<file path="config.mk">
export PLATFORM = sky130hd
export DESIGN_NAME = uart_rx_cfg
export DESIGN_NICKNAME = d
export VERILOG_FILES = /design/src/rtl/uart_rx_cfg.sv
export SDC_FILE = /design/constraint.sdc
export NUM_CORES = 1
export LEC_CHECK = 0
export CAP_MARGIN = 20
export CORE_MARGIN = 5
export CORE_UTILIZATION = 35
export CTS_BUF_LIST = sky130_fd_sc_hd__clkbuf_4 sky130_fd_sc_hd__clkbuf_8 sky130_fd_sc_hd__clkbuf_16
export DETAILED_ROUTE_END_ITERATION = 8
export PLACE_DENSITY_LB_ADDON = 0.08
export REMOVE_ABC_BUFFERS = 1
export SLEW_MARGIN = 10
export SYNTH_ARGS = -nofsm -noshare
export SYNTH_HDL_FRONTEND = slang
export SYNTH_SLANG_ARGS = --single-unit
</file>
<file path="constraint.sdc">
create_clock -name clk -period 4.7 [get_ports clk]
set_input_delay 0.705 -clock clk [delete_from_list [all_inputs] [get_ports clk]]
set_output_delay 0.705 -clock clk [all_outputs]
set_load 0.01 [all_outputs]
</file>
<file path="src/rtl/uart_rx_cfg.sv">
// -----------------------------------------------------------------------------
// uart_rx_cfg
//   UART receiver with a configurable frame format: DATA_BITS data bits
//   (LSB first), optional even/odd parity and one or two stop bits.
//   The serial input passes through a 2-flop synchroniser. Each bit is taken
//   as the 3-sample majority around the bit centre. A start bit that is not
//   low at its centre is treated as a glitch and ignored. Parity and framing
//   problems are reported alongside the received word.
//
// Parameters
//   CLK_F        system clock frequency, Hz
//   UART_BPS     baud rate, bit/s (CLK_F/UART_BPS must be >= 8)
//   DATA_BITS    data bits per frame, 5..9
//   PARITY_MODE  0 = none, 1 = even, 2 = odd
//   STOP_BITS    1 or 2
//
// Ports
//   clk            system clock, rising edge
//   rst            asynchronous reset, active-high
//   uart_rxd       serial line, idle high, asynchronous to clk
//   uart_data_out  last received word, held until the next uart_done
//   uart_done      1-clk pulse, frame complete; data and flags valid
//   parity_err     parity mismatch on the frame flagged by uart_done
//   frame_err      a stop bit sampled low on the frame flagged by uart_done
// -----------------------------------------------------------------------------
module uart_rx_cfg #(
  parameter int CLK_F       = 50_000_000,
  parameter int UART_BPS    = 115200,
  parameter int DATA_BITS   = 8,
  parameter int PARITY_MODE = 0,
  parameter int STOP_BITS   = 1
) (
  input  logic                 clk,
  input  logic                 rst,
  input  logic                 uart_rxd,
  output logic [DATA_BITS-1:0] uart_data_out,
  output logic                 uart_done,
  output logic                 parity_err,
  output logic                 frame_err
);

  localparam int BAUD_DIV = CLK_F / UART_BPS;
  localparam int CW       = $clog2(BAUD_DIV);

  localparam logic [CW-1:0] SMP_LO  = CW'(BAUD_DIV / 2 - 1);
  localparam logic [CW-1:0] SMP_MID = CW'(BAUD_DIV / 2);
  localparam logic [CW-1:0] SMP_HI  = CW'(BAUD_DIV / 2 + 1);
  localparam logic [CW-1:0] CNT_END = CW'(BAUD_DIV - 1);

  localparam logic [3:0] LAST_DATA = 4'(DATA_BITS - 1);
  localparam logic [3:0] LAST_STOP = 4'(STOP_BITS - 1);
  localparam logic       ODD_PAR   = (PARITY_MODE == 2);
  localparam logic       HAS_PAR   = (PARITY_MODE != 0);

  typedef enum logic [2:0] {
    IDLE   = 3'd0,
    START  = 3'd1,
    DATA   = 3'd2,
    PARITY = 3'd3,
    STOP   = 3'd4
  } state_t;

  // Synchroniser and edge-detect delay; reset to the idle (high) level so
  // leaving reset never looks like a start edge.
  logic rxd_m_q;
  logic rxd_s_q;
  logic rxd_dly_q;

  state_t                 state_q;
  logic [CW-1:0]          clk_cnt_q;
  logic [3:0]             bit_cnt_q;
  logic [DATA_BITS-1:0]   shreg_q;
  logic                   smp0_q;
  logic                   smp1_q;
  logic                   par_bad_q;
  logic                   ferr_lat_q;
  logic [DATA_BITS-1:0]   data_q;
  logic                   done_q;
  logic                   perr_q;
  logic                   ferr_q;

  logic at_mid;
  logic at_end;
  logic maj;
  logic [CW-1:0] clk_cnt_d;

  always_ff @(posedge clk or posedge rst) begin
    if (rst) begin
      rxd_m_q   <= 1'b1;
      rxd_s_q   <= 1'b1;
      rxd_dly_q <= 1'b1;
    end else begin
      rxd_m_q   <= uart_rxd;
      rxd_s_q   <= rxd_m_q;
      rxd_dly_q <= rxd_s_q;
    end
  end

  // The third sample is the live synchronised value, so the vote resolves
  // in the same cycle as the last sample ("mid point").
  always_comb begin
    at_mid    = (clk_cnt_q == SMP_HI);
    at_end    = (clk_cnt_q == CNT_END);
    maj       = (smp0_q & smp1_q) | (smp0_q & rxd_s_q) | (smp1_q & rxd_s_q);
    clk_cnt_d = at_end ? '0 : clk_cnt_q + 1'b1;
  end

  always_ff @(posedge clk or posedge rst) begin
    if (rst) begin
      state_q    <= IDLE;
      clk_cnt_q  <= '0;
      bit_cnt_q  <= '0;
      shreg_q    <= '0;
      smp0_q     <= 1'b1;
      smp1_q     <= 1'b1;
      par_bad_q  <= 1'b0;
      ferr_lat_q <= 1'b0;
      data_q     <= '0;
      done_q     <= 1'b0;
      perr_q     <= 1'b0;
      ferr_q     <= 1'b0;
    end else begin
      // Done and the flags are single-cycle; they clear together.
      done_q <= 1'b0;
      perr_q <= 1'b0;
      ferr_q <= 1'b0;

      if (state_q != IDLE) begin
        clk_cnt_q <= clk_cnt_d;
        if (clk_cnt_q == SMP_LO)  smp0_q <= rxd_s_q;
        if (clk_cnt_q == SMP_MID) smp1_q <= rxd_s_q;
      end

      case (state_q)
        IDLE: begin
          // Edge-triggered: a line held low cannot start a second frame.
          if (rxd_dly_q && !rxd_s_q) begin
            clk_cnt_q  <= '0;
            bit_cnt_q  <= '0;
            par_bad_q  <= 1'b0;
            ferr_lat_q <= 1'b0;
            state_q    <= START;
          end
        end

        START: begin
          if (at_mid && maj) begin
            state_q <= IDLE;
          end else if (at_end) begin
            bit_cnt_q <= '0;
            state_q   <= DATA;
          end
        end

        DATA: begin
          if (at_mid) begin
            shreg_q <= {maj, shreg_q[DATA_BITS-1:1]};
          end
          if (at_end) begin
            if (bit_cnt_q == LAST_DATA) begin
              bit_cnt_q <= '0;
              state_q   <= HAS_PAR ? PARITY : STOP;
            end else begin
              bit_cnt_q <= bit_cnt_q + 1'b1;
            end
          end
        end

        PARITY: begin
          if (at_mid) begin
            par_bad_q <= ((^shreg_q) ^ maj) != ODD_PAR;
          end
          if (at_end) begin
            bit_cnt_q <= '0;
            state_q   <= STOP;
          end
        end

        STOP: begin
          if (at_mid) begin
            if (bit_cnt_q == LAST_STOP) begin
              // Finish at the centre of the last stop bit so a start bit
              // that follows immediately still sees a falling edge in IDLE.
              data_q  <= shreg_q;
              done_q  <= 1'b1;
              perr_q  <= par_bad_q;
              ferr_q  <= ferr_lat_q | ~maj;
              state_q <= IDLE;
            end else if (!maj) begin
              ferr_lat_q <= 1'b1;
            end
          end
          if (at_end) begin
            bit_cnt_q <= bit_cnt_q + 1'b1;
          end
        end

        default: state_q <= IDLE;
      endcase
    end
  end

  assign uart_data_out = data_q;
  assign uart_done     = done_q;
  assign parity_err    = perr_q;
  assign frame_err     = ferr_q;

endmodule
</file>
==> results of run 1 <==
-- cell type report --
| class | count | area, um^2 |
|---|---|---|
| Clock buffer | 5 | 68.8 |
| Clock inverter | 3 | 25.0 |
| Sequential cell | 42 | 1060 |
| Timing Repair Buffer | 14 | 138 |
| Tap cell | 75 | 93.8 |
| Multi-Input combinational cell | 142 | 1030 |
| Fill cell | 584 | 3490 |
| Inverter | 6 | 22.5 |
-- layer usage --
layer / vias up / routed length [um]
met2: 24 / 2040
met5: - / 0
li1: 723 / -
met4: 0 / 55
met1: 743 / 2030
met3: 6 / 146
-- path summary, 6_finish.rpt --
path	to	slack (ns)	cells after the start
max	bit_cnt_q[3]	2.66	4
min	rxd_s_q	0.36	0
max reg2reg	bit_cnt_q[3]	2.66	4
min reg2reg	rxd_s_q	0.36	0
max in group asynchronous	clk_cnt_q[2]	3.49	3
min in group asynchronous	shreg_q[7]	0.83	3
-- placed cells by master, fill, tap and decap left out, types with 2 or more instances in the layout --
cell type,instances
dfrtp_1,37
nand2_1,23
o21ai_0,22
clkdlybuf4s50_1,13
mux2_2,11
xnor2_1,9
mux2_4,7
nor2_1,7
nor3_1,6
inv_1,6
ha_1,6
clkbuf_8,5
dfstp_2,5
nand2b_1,4
nand4bb_1,3
a21oi_1,3
nand3_1,3
o31ai_1,3
and3_1,3
or3_1,2
nand4b_1,2
nor3b_1,2
a21o_1,2
nor2b_1,2
and2_1,2
o21a_1,2
nand3b_1,2
-- cell usage after synthesis (4+ instances only) --
library cell	instances
nand2b_1	4
ha_1	6
o21ai_0	22
nand2_1	23
xnor2_1	9
dfstp_2	5
mux2_4	7
mux2_2	11
inv_1	6
nor3_1	6
dfrtp_1	37
nor2_1	7
-- worst max-delay path, stage by stage, from the launching register on --
cell     delay, ns
dfrtp_1       0.54
or3_1         0.48
a31oi_1       0.44
nor3_1        0.15
a221o_1       0.32
-- state kept, by name (all words and copies together), names as in the netlist, 3 cells and up --
| name | count |
|---|---|
| clk_cnt_q | 9 |
| state_q | 3 |
| shreg_q | 8 |
| bit_cnt_q | 4 |
| uart_data_out | 8 |
-- logic make-up (layout without fill, tap and decap cells) --
| group | count (synthesis) | in the layout | share of synthesized area (%) |
|---|---|---|---|
| adders and majority gates | 6 | 6 | 3.52 |
| xor gates and xnor gates | 10 | 10 | 4.11 |
| and+or+nand+nor | 68 | 68 | 18.6 |
| buffers and inverters | 10 | 28 | 2.23 |
| muxes | 18 | 18 | 10.7 |
| DFF | 42 | 42 | 49.6 |
| AOI/OAI and AO/OA | 40 | 40 | 11.3 |
-- stage by stage --
| stage | util, % | cells | area, um^2 |
|---|---|---|---|
| 2_1_floorplan | - | 190 | 2110 |
| 5_1_grt | 41.1 | 287 | 2430 |
| 3_5_place_dp | 39.5 | 279 | 2340 |
| 3_3_place_gp | 39.5 | 279 | 2340 |
| 4_1_cts | 41.1 | 287 | 2430 |
| 6_report | 41.1 | 287 | 2430 |
-- where the power goes --
| part | internal [mW] | switching (mW) | total [mW] |
|---|---|---|---|
| Clock | 0.107 | 0.133 | 0.240 |
| Sequential | 0.393 | 0.0557 | 0.449 |
| Combinational | 0.0656 | 0.0984 | 0.164 |
| Total | 0.566 | 0.287 | 0.854 |
==> impl_results.md, run 1 <==
* Status: complete, no violations
* Worst Hold Class: flip-flop to flip-flop
* # DRC at 0
* Share of layout cells above drive strength 1 at 17.5%
* Top cell type's share of synthesized area at 43.4%
* Final hold slack at 0.360 ns
* GRT Overall Usage at between 10% and 20%
* Post-CTS setup buffer count at 0
* Nets@finish at 220
* Vias per cell at 5.21
* Pwr per Cell Area at 351 nW/um^2
* Routed wire length at 4280 um
* Chip height at 88.1 um
* Clock Sinks at 42
* Critical path type: flip-flop to flip-flop
* Synth unique cells at 44
* Sequential cell area fraction in the yosys report at approximately half
* Total power at approximately 850 uW
* Grt ovf at 0
* Hold path startpoint: rxd_m_q
* Most Used Layer, Global Route: met2
* Yosys warns at 0
* Ant diodes at 0
* Initial Util at 36.0%
* F_max at 490 MHz
* Gate Count Post-Synth at 194
* Clock latency on the worst-skew pair at approximately 0.3 ns
* Layout Skew at about 0.013 ns
* First-pass GRT wire length at around 7400 um
* Max-cap violations at 0
* Dominant cell type by area after synthesis: dfrtp_1
* IO Pins at 14
* Post-CTS sizing at 0
* Crit. End Element: flip-flop
* Final ANT Viol Nets at 0
* Average wire per standard cell at 14.9 um
* Final Cycle Share at 43.4%
* Asr flop ratio synth at 100%
* Vias in the first global route at about 1.6k
* Met3 Usage GRT at 2.73%
* Max Transition Viols Final at 0
* Initial DRT Pass Iterations at 4
* Setup ws final at 2.66 ns
* Post-synth EDFFs at 0
* Die W at between 80 and 90 um
* CTS tree: done
* Synth top area cells: dfrtp_1 43%, dfstp_2 6.2%, mux2_2 5.8%
* Final Hold Vio Count at 0
* Post-synthesis register bit count at 42
* LEAKAGE at 1.03 nW
* Max VDD drop at 0.120 mV
* Largest net degree at the start of global routing at 43
* Drt initial violations at 73
* GRT met1 Usage at 16.7%
* IO buf count at 13
* Area growth from synthesis to layout at 14.1%
* Clock transition at path regs at 0.09 ns
* FF-to-FF Start: state_q[1]
* Clock Root Buffer: clkbuf_8
* CTS Buf Count at 5
* Core area at between 5000 and 6000 um^2
* Post-DP HPWL at 3040 um
* DR vias at ~1.5k
* Minimum clock period at 2.04 ns
* Mapped Avg Cell Area at 11.0 um^2
* Post-CTS Hold Buffers at 0
* Setup Viol. Count Final at 0
* CP arrival at 2.23 ns
* CTS HTree Levels at 2
* RSZ-0062 raised after global routing: no
* GPL Wtd Cong at 0.815
* DIE AREA at 7760 um^2
* Crit path max fanout at 15
* Relative slew slack at 43.5%
* Antenna violations before repair at 0
* Actual slew at the worst max-slew pin at 0.838 ns
* Crit start category: flip-flop
* Clk buf depth at 2
* Top_reg_cell synth: dfrtp_1
* Met2 GRT Util at 19.2%
* Post-Place Setup Slack at roughly 2.6 ns
* Post-Synthesis Cell Area at 2130 um^2
* Data required, critical path at around 4.9 ns
* TNS Setup at 0 ns
* Rows at 28
* Crit. Startpoint: state_q[1]
Note: power is estimated with default switching activity, not from simulation.
==> inputs of run 2 (changes only) <==
==> constraint.sdc (replaced) <==
create_clock -name clk -period 1.93 [get_ports clk]
set_input_delay 0.2895 -clock clk [delete_from_list [all_inputs] [get_ports clk]]
set_output_delay 0.2895 -clock clk [all_outputs]
set_load 0.01 [all_outputs]
==> impl_results.md, run 2 (same netlist as run 1, synthesis figures left out) <==
* Status: complete, no violations (unchanged)
* CTS tree: done (unchanged)
* Post-CTS sizing at 0 (unchanged)
* Largest register FFs at 9 (unchanged)
* Data required, critical path at 2.15 ns (was 4.89 ns)
* Nets@finish at 243 (was 220)
* Most common cell after layout, fill and taps aside: dfrtp_1 (unchanged)
* Vias per cell at 5.04 (was 5.21)
* Initial DRT Pass Iterations at 4 (unchanged)
* Clock transition at path regs at 0.08 ns (was 0.09 ns)
* Max-cap violations at 0 (unchanged)
* Met3 routed WL at 140 um (was 146 um)
* Area growth from synthesis to layout at 24.2% (was 14.1%)
* Worst Hold Class: input port to asynchronous set/reset pin (was flip-flop to flip-flop)
* First-pass GRT wire length at 7760 um (was 7430 um)
* DR vias at 1561 (was 1496)
* Clk buf depth at 2 (unchanged)
* Crit start category: flip-flop (unchanged)
* Chip height at 88.1 um (unchanged)
* CP arrival at 2.01 ns (was 2.23 ns)
* Final Hold Vio Count at 0 (unchanged)
* Switch share at 32.7% (was 33.7%)
* Leading cell types in the layout, fill and taps excluded: 37 x dfrtp_1, 23 x nand2_1, 22 x buf_4 (was 37 x dfrtp_1, 23 x nand2_1, 22 x o21ai_0)
* DIE AREA at 7760 um^2 (unchanged)
* Average wire per standard cell at 14.1 um (was 14.9 um)
* Post-CTS Hold Buffers at 0 (unchanged)
* Crit path max fanout at 10 (was 15)
* Total power at 2.18 mW (was 854 uW)
* Pwr per Cell Area at 823 nW/um^2 (was 351 nW/um^2)
* Max Transition Viols Final at 0 (unchanged)
* Relative slew slack at 66.3% (was 43.5%)
* Grt ovf at 0 (unchanged)
* Clock Root Buffer: clkbuf_8 (unchanged)
* Minimum clock period at 1.79 ns (was 2.04 ns)
* Clock Sinks at 42 (unchanged)
* Critical path's slowest cell: dfrtp_1 (unchanged)
* Worst R2R End: smp1_q (was bit_cnt_q[3])
* Clock Power Share at 26.0% (was 28.2%)
* Length of routed wiring on met1 at 2100 um (was 2030 um)
* Stages on worst setup path at 5 (was 4)
* Rows at 28 (unchanged)
* Internal at 1.47 mW (was 566 uW)
* Routed wire length at 4380 um (was 4280 um)
* Buf+Inv Stages, Crit Path at 1 (was 0)
* F_max at 559 MHz (was 490 MHz)
* Share of layout cells above drive strength 1 at 27.7% (was 17.5%)
* IO Pins at 14 (unchanged)
* Worst r2r path cells at 5 (was 4)
* Die W at 88.1 um (unchanged)
* Reg with most FFs: clk_cnt_q (unchanged)
* Max VDD drop at 0.495 mV (was 0.120 mV)
* Antenna violations before repair at 0 (unchanged)
* Critical path, cell by cell: or3_1, buf_4, and3_2, nand2_1, mux2_2 (was or3_1, a31oi_1, nor3_1, a221o_1)
* Actual slew at the worst max-slew pin at 0.501 ns (was 0.838 ns)
* Final Cycle Share at 92.6% (was 43.4%)
* Metal2 WL at 2110 um (was 2040 um)
* CTS HTree Levels at 2 (unchanged)
* Final ANT Viol Nets at 0 (unchanged)
* Combinational cell fraction of total power at 25.7% (was 19.2%)
* IO buf count at 13 (unchanged)
* GRT Overall Usage at 12.8% (was 12.3%)
* Drt initial violations at 128 (was 73)
* Worst path top cell family by delay: simple AND/OR/NAND/NOR gates (was compound AO/OA/AOI/OAI gates)
* CTS Buf Count at 5 (unchanged)
* Core area at 5920 um^2 (unchanged)
* Ant diodes at 0 (unchanged)
* LEAKAGE at 1.15 nW (was 1.03 nW)
* Largest net degree at the start of global routing at 43 (unchanged)
* Post-CTS setup buffer count at 0 (unchanged)
* RSZ-0062 raised after global routing: no (unchanged)
* CP endpoint: smp1_q (was bit_cnt_q[3])
* TNS Setup at 0 ns (unchanged)
* Clock latency on the worst-skew pair at 0.29 ns (was 0.30 ns)
* Vias in the first global route at 1609 (was 1561)
* Layout Skew at 0.00279 ns (was 0.0126 ns)
* # DRC at 0 (unchanged)
* Post-DP HPWL at 3240 um (was 3040 um)
* GPL Wtd Cong at 0.824 (was 0.815)
* Sw power at 714 uW (was 287 uW)
* Seq pwr share at 48.2% (was 52.6%)
* Crit. Startpoint: state_q[2] (was state_q[1])
* Top layer in use: met4 (unchanged)
* R2R setup slack at 0.14 ns (was 2.66 ns)
* CP peak stage delay at 0.48 ns (was 0.54 ns)
* Setup Viol. Count Final at 0 (unchanged)
* Initial Util at 36.0% (unchanged)
* FF-to-FF Start: state_q[2] (was state_q[1])
* Crit. End Element: flip-flop (unchanged)
* Critical path type: flip-flop to flip-flop (unchanged)
run 2: worst min path at each step:
stage               slack [ns]               end  startpoint  cells past startpoint
detailed placement        0.35           rxd_s_q     rxd_m_q                      0
finish                    0.35      clk_cnt_q[5]         rst                      3
global route              0.37           rxd_s_q     rxd_m_q                      0
floorplan                 0.29           rxd_m_q    uart_rxd                      0
CTS                       0.36  uart_data_out[7]         rst                      3
global placement          0.35           rxd_s_q     rxd_m_q                      0
run 2: tightest hold or removal path: stages:
cell and delay [ns]:
clkdlybuf4s50_1 0.40, inv_1 0.09, buf_12 0.24
run 2: metal layers:
metal | up-vias | GRT usage, %
met5 | - | 0
met4 | 0 | 3.71
met3 | 4 | 3.01
met2 | 25 | 20.2
met1 | 763 | 17.6
li1 | 769 | -
run 2: power by group through the flow:
stage                     logic (mW)  registers (mW)  clock network (mW)
after floorplan                0.310            1.07                   0
after global placement         0.537            1.06                   0
after detailed placement       0.551            1.07                   0
after CTS                      0.551            1.05               0.608
after global routing           0.632            1.07               0.634
final                          0.561            1.05               0.568
run 2: cell type report:
type	instances	area, um^2
flip-flops and latches	42	1060
well taps	75	93.8
repair buffers	37	335
inverters	6	22.5
clock inverters	3	21.3
clock buffers	5	68.8
fillers	547	3270
multi-input cells	142	1050
run 2: through the flow:
stage / setup WS, ns / hold slack, ns / std cells / area, um^2 / utilization [%]
floorplan: 0.143 / 0.294 / 190 / 2110 / -
global placement: 0.0877 / 0.350 / 302 / 2540 / 42.9
detailed placement: 0.0537 / 0.349 / 302 / 2540 / 42.9
CTS: 0.0425 / 0.356 / 310 / 2630 / 44.4
global route: 0.0314 / 0.370 / 310 / 2650 / 44.7
finish: 0.142 / 0.353 / 310 / 2650 / 44.7
